==> config.mk <==
export PLATFORM = sky130hd
export DESIGN_NAME = mbb_seq_ctrl
export DESIGN_NICKNAME = d
export VERILOG_FILES = /design/src/rtl/mbb_seq_ctrl.sv
export SDC_FILE = /design/constraint.sdc
export NUM_CORES = 1
export LEC_CHECK = 0
export ABC_AREA = 1
export CAP_MARGIN = 15
export CORE_UTILIZATION = 55
export DETAILED_ROUTE_END_ITERATION = 7
export PLACE_DENSITY = 0.8
export SLEW_MARGIN = 20
export SYNTH_ARGS = -nofsm -noshare
export SYNTH_HDL_FRONTEND = slang
export SYNTH_SLANG_ARGS = --single-unit
==> constraint.sdc <==
create_clock -name clk -period 11.5 [get_ports clk]
set_clock_uncertainty 0.15 [all_clocks]
set_input_delay 2.3 -clock clk [delete_from_list [all_inputs] [get_ports clk]]
set_output_delay 2.3 -clock clk [all_outputs]
set_load 0.005 [all_outputs]
==> src/rtl/mbb_seq_ctrl.sv <==
// Sequencer that time-multiplexes a single 2x2-bit mBB multiplier to build
// 2-, 4- or 8-bit products, accumulating shifted partial products.
module mbb_seq_ctrl #(
    parameter int ACC_W = 16
) (
    input  logic             clk,
    input  logic             nrst,
    input  logic             in_valid,
    output logic             in_ready,
    input  logic [7:0]       in_a,
    input  logic [7:0]       in_b,
    input  logic [1:0]       prec,
    input  logic             op_signed,
    output logic             mbb_en,
    output logic [1:0]       mbb_a,
    output logic [1:0]       mbb_b,
    output logic [1:0]       mbb_sel,
    input  logic [3:0]       mbb_p,
    output logic             out_valid,
    input  logic             out_ready,
    output logic [ACC_W-1:0] out_p
);

    typedef enum logic [1:0] {IDLE, RUN, DONE} state_t;

    state_t           state;
    logic [7:0]       a_q, b_q;
    logic [1:0]       nlog_q;
    logic             sgn_q;
    logic [3:0]       k_q;
    logic [ACC_W-1:0] acc_q;

    logic [3:0]       mask;
    logic [1:0]       cur_i, cur_j;
    logic [3:0]       last_k;
    logic [3:0]       shamt;
    logic [ACC_W-1:0] pp_ext;
    logic [ACC_W-1:0] acc_sum;

    // log2 of the chunk count; prec=11 behaves as 8-bit
    function automatic logic [1:0] nlog_of(input logic [1:0] p);
        return (p == 2'b00) ? 2'd0 : (p == 2'b01) ? 2'd1 : 2'd2;
    endfunction

    // Chunk pair and signedness select for step k: i = k mod N walks A, j = k div N walks B
    function automatic logic [5:0] chunk_of(input logic [7:0] a, input logic [7:0] b,
                                            input logic [1:0] nl, input logic [3:0] k,
                                            input logic sgn);
        logic [3:0] m;
        logic [1:0] i, j, top;
        logic [7:0] as, bs;
        m   = (4'd1 << nl) - 4'd1;
        i   = 2'(k & m);
        j   = 2'(k >> nl);
        top = 2'(m);
        as  = a >> {i, 1'b0};
        bs  = b >> {j, 1'b0};
        return {as[1:0], bs[1:0], sgn & (i == top), sgn & (j == top)};
    endfunction

    // Partial product weight is 4^(i+j); extension follows the select driven this cycle
    always_comb begin
        mask    = (4'd1 << nlog_q) - 4'd1;
        cur_i   = 2'(k_q & mask);
        cur_j   = 2'(k_q >> nlog_q);
        last_k  = (4'd1 << {nlog_q, 1'b0}) - 4'd1;
        shamt   = {3'(cur_i) + 3'(cur_j), 1'b0};
        pp_ext  = (|mbb_sel) ? {{(ACC_W-4){mbb_p[3]}}, mbb_p} : {{(ACC_W-4){1'b0}}, mbb_p};
        acc_sum = acc_q + (pp_ext << shamt);
    end

    always_ff @(posedge clk or negedge nrst) begin
        if (!nrst) begin
            state     <= IDLE;
            in_ready  <= 1'b0;
            out_valid <= 1'b0;
            out_p     <= '0;
            mbb_en    <= 1'b0;
            mbb_a     <= 2'b00;
            mbb_b     <= 2'b00;
            mbb_sel   <= 2'b00;
            a_q       <= 8'h00;
            b_q       <= 8'h00;
            nlog_q    <= 2'd0;
            sgn_q     <= 1'b0;
            k_q       <= 4'd0;
            acc_q     <= '0;
        end else begin
            case (state)
                IDLE: begin
                    in_ready  <= 1'b1;
                    out_valid <= 1'b0;
                    if (in_valid && in_ready) begin
                        a_q      <= in_a;
                        b_q      <= in_b;
                        nlog_q   <= nlog_of(prec);
                        sgn_q    <= op_signed;
                        k_q      <= 4'd0;
                        acc_q    <= '0;
                        in_ready <= 1'b0;
                        mbb_en   <= 1'b1;
                        {mbb_a, mbb_b, mbb_sel} <= chunk_of(in_a, in_b, nlog_of(prec), 4'd0, op_signed);
                        state    <= RUN;
                    end
                end
                RUN: begin
                    acc_q <= acc_sum;
                    if (k_q == last_k) begin
                        out_p     <= acc_sum;
                        out_valid <= 1'b1;
                        mbb_en    <= 1'b0;
                        state     <= DONE;
                    end else begin
                        k_q <= k_q + 4'd1;
                        {mbb_a, mbb_b, mbb_sel} <= chunk_of(a_q, b_q, nlog_q, k_q + 4'd1, sgn_q);
                    end
                end
                DONE: begin
                    if (out_ready) begin
                        out_valid <= 1'b0;
                        in_ready  <= 1'b1;
                        state     <= IDLE;
                    end
                end
                default: state <= IDLE;
            endcase
        end
    end

endmodule
==> impl_metrics.json <==
{
  "status": "completed",
  "hold_viol_final": 0,
  "arrival_ns": 4.96,
  "tns_ns": 0,
  "die_h_um": 87.2,
  "fmax_mhz": 205,
  "diodes": 0,
  "overflow": 0,
  "rsz0062_at_grt": "no",
  "wl_per_cell_um": 14.6,
  "drt_pre_antenna_iters": 5,
  "core_um2": 6910,
  "numCtsBuffers": 9,
  "async_reset_ff_share_pct": 100,
  "cts_setup_buffers": 0,
  "synth-simple-area-share_pct": 29.2,
  "crit_required_ns": 11.60,
  "post-dp-hpwl_um": 7490,
  "grt.total_usage_pct": 29.6,
  "grt_pass1_vias": 3715,
  "finalWirelength_um": 10100,
  "drtIter0Drc": 191,
  "maxSlewHeadroom_pct": 42.8,
  "drv_cap": 0,
  "root_buffer": "clkbuf_8",
  "synth_compound_area_share_pct": 13.8,
  "end_kind": "flop",
  "yosys_warnings": 0,
  "seq_area_frac_synth_pct": 41.3,
  "clk_path_buf_depth": 2,
  "drc": 0,
  "yosys.cell_types.count": 37,
  "worstPathMaxFanout": 5,
  "nNetsFinal": 641,
  "ys_ff_latch": 66,
  "synth_edf_count": 0,
  "worst_pin_slew_ns": 0.858,
  "synthAdderAreaFrac_pct": 7.26,
  "hold_path_class": "reg2reg",
  "clkTransAtPathRegs_ns": 0.09,
  "cts_tree": "built",
  "layout-drive-gt1-share_pct": 5.70,
  "syn_nets": 587,
  "clock_latency_ns": 0.36,
  "htreeDepth": 3,
  "min_period_ns": 4.87,
  "synth_xor_area_share_pct": 1.50,
  "drv_slew": 0,
  "path_class": "in2reg",
  "cts.sinks": 66,
  "muxShareOfSynthArea_pct": 0,
  "synth_ff_type": "dfrtp_1",
  "dieWidth_um": 87.2,
  "dieArea_um2": 7610,
  "nFillCells": 625,
  "fin_crit_sh_pct": 42.3,
  "grt_max_degree": 67,
  "antenna_found_initial": 0,
  "layout_common_cells": "183 x nand2_1, 66 x dfrtp_1, 53 x inv_1",
  "critical_path.startpoint_type": "input pin",
  "synth_top_family_by_area": "simple AND/OR/NAND/NOR gates",
  "postCtsHoldBufs": 0,
  "pin_count": 52,
  "syn_to_final_growth_pct": 19.8,
  "netlist_area_um2": 4000,
  "cts_resized": 0,
  "final_common_cell": "nand2_1",
  "antenna_left": 0,
  "io_buffers": 51,
  "globalplace.congestion": 0.937,
  "avgSynthCellArea_um2": 7.43,
  "reg2reg_slack_ns": 7.00,
  "setup_viol": 0,
  "drt-vias-per-instance": 5.45,
  "initial_core_util_pct": 57.9,
  "synthCells": 538,
  "rows": 30,
  "grt_first_pass_wirelength_um": 17200,
  "vias": 3779
}
state kept, by name, indices dropped and copies added (netlist names):
register and flops:
out_valid 1, sgn_q 1, k_q 4, a_q 8, nlog_q 2, mbb_en 1
in_ready 1, mbb_sel 2, b_q 8, acc_q 16, mbb_b 2, out_p 16
state 2, mbb_a 2
cells by family after synthesis:
family                   count (synthesis)
adder cells (fa/ha/maj)                 22
AO/OA/AOI/OAI                          101
buffers and inverters                   67
XOR/XNOR                                 6
flip-flops                              66
AND/OR/NAND/NOR                        276
final cells by class:
cell class                 instances  area, µm²  area share (%)
multi-input combinational        405       2070            43.3
timing repair buffer              54        528            11.0
tap                               96        120            2.51
clock buffer                       9        124            2.59
clock inverter                     7       83.8            1.75
inverter                          56        210            4.39
sequential                        66       1650            34.5
through the flow:
stage | cell area (µm²) | hold slack (ns) | setup slack (ns) | instances | util, %
finish | 4790 | 0.333 | 6.63 | 693 | 69.3
detailed placement | 4580 | 0.313 | 6.32 | 677 | 66.3
CTS | 4790 | 0.334 | 6.69 | 693 | 69.3
global route | 4790 | 0.355 | 6.33 | 693 | 69.3
global placement | 4580 | 0.304 | 6.36 | 677 | 66.3
floorplan | 4000 | 0.299 | 7.20 | 538 | -
path summary, 6_finish.rpt:
check / startpoint / to / cells past startpoint
worst min-delay path: mbb_en / mbb_en / 2
worst min register to register: mbb_en / mbb_en / 2
min in group asynchronous: nrst / out_p[4] / 2
max in group asynchronous: nrst / k_q[3] / 2
worst max register to register: nlog_q[0] / out_p[14] / 18
worst max-delay path: mbb_p[1] / out_p[14] / 14
layer usage:
metal	track usage, %	vias up	routed length (µm)	share of wire, %
met5	0	-	0	0
met4	13.1	0	293	2.9
met3	5.31	29	493	4.9
met2	49.6	117	4930	49
met1	37.4	1755	4370	43
li1	-	1878	-	-
cells in the mapped netlist (2+ instances only):
cell / number / area share, %
o211ai_1: 2 / 0.38
xnor2_1: 2 / 0.44
dfrtp_1: 66 / 41
ha_1: 20 / 6.3
o21ai_0: 51 / 6.4
fa_1: 2 / 1.0
nand2_4: 2 / 0.56
nand3_1: 44 / 5.5
a22oi_1: 2 / 0.38
buf_2: 2 / 0.25
a31oi_1: 2 / 0.31
a21oi_1: 31 / 3.9
a22o_1: 2 / 0.44
xor2_1: 3 / 0.66
inv_1: 53 / 5.0
nor3_1: 2 / 0.25
nand3b_1: 2 / 0.38
a21o_1: 2 / 0.38
or2_2: 3 / 0.47
nor2_4: 2 / 0.56
inv_2: 3 / 0.28
nor2_1: 32 / 3.0
clkbuf_1: 5 / 0.47
o22ai_1: 4 / 0.63
nand4_1: 3 / 0.47
buf_4: 3 / 0.56
nand2_1: 183 / 17
critical path: stages:
cell and delay, ns:
clkdlybuf4s50_1 0.51, inv_1 0.05, nand2_1 0.05, o21ai_0 0.10
or2_2 0.30, nor2_1 0.11, ha_1 0.30, a21oi_1 0.20
nand2_1 0.14, a21boi_0 0.46, or2_2 0.21, nand3b_1 0.09
nand3_1 0.10, nand2_1 0.05
Power is left out: the tool's default activity adds up to more than one toggle a clock period on the data nets, which glitch-free logic cannot reach.
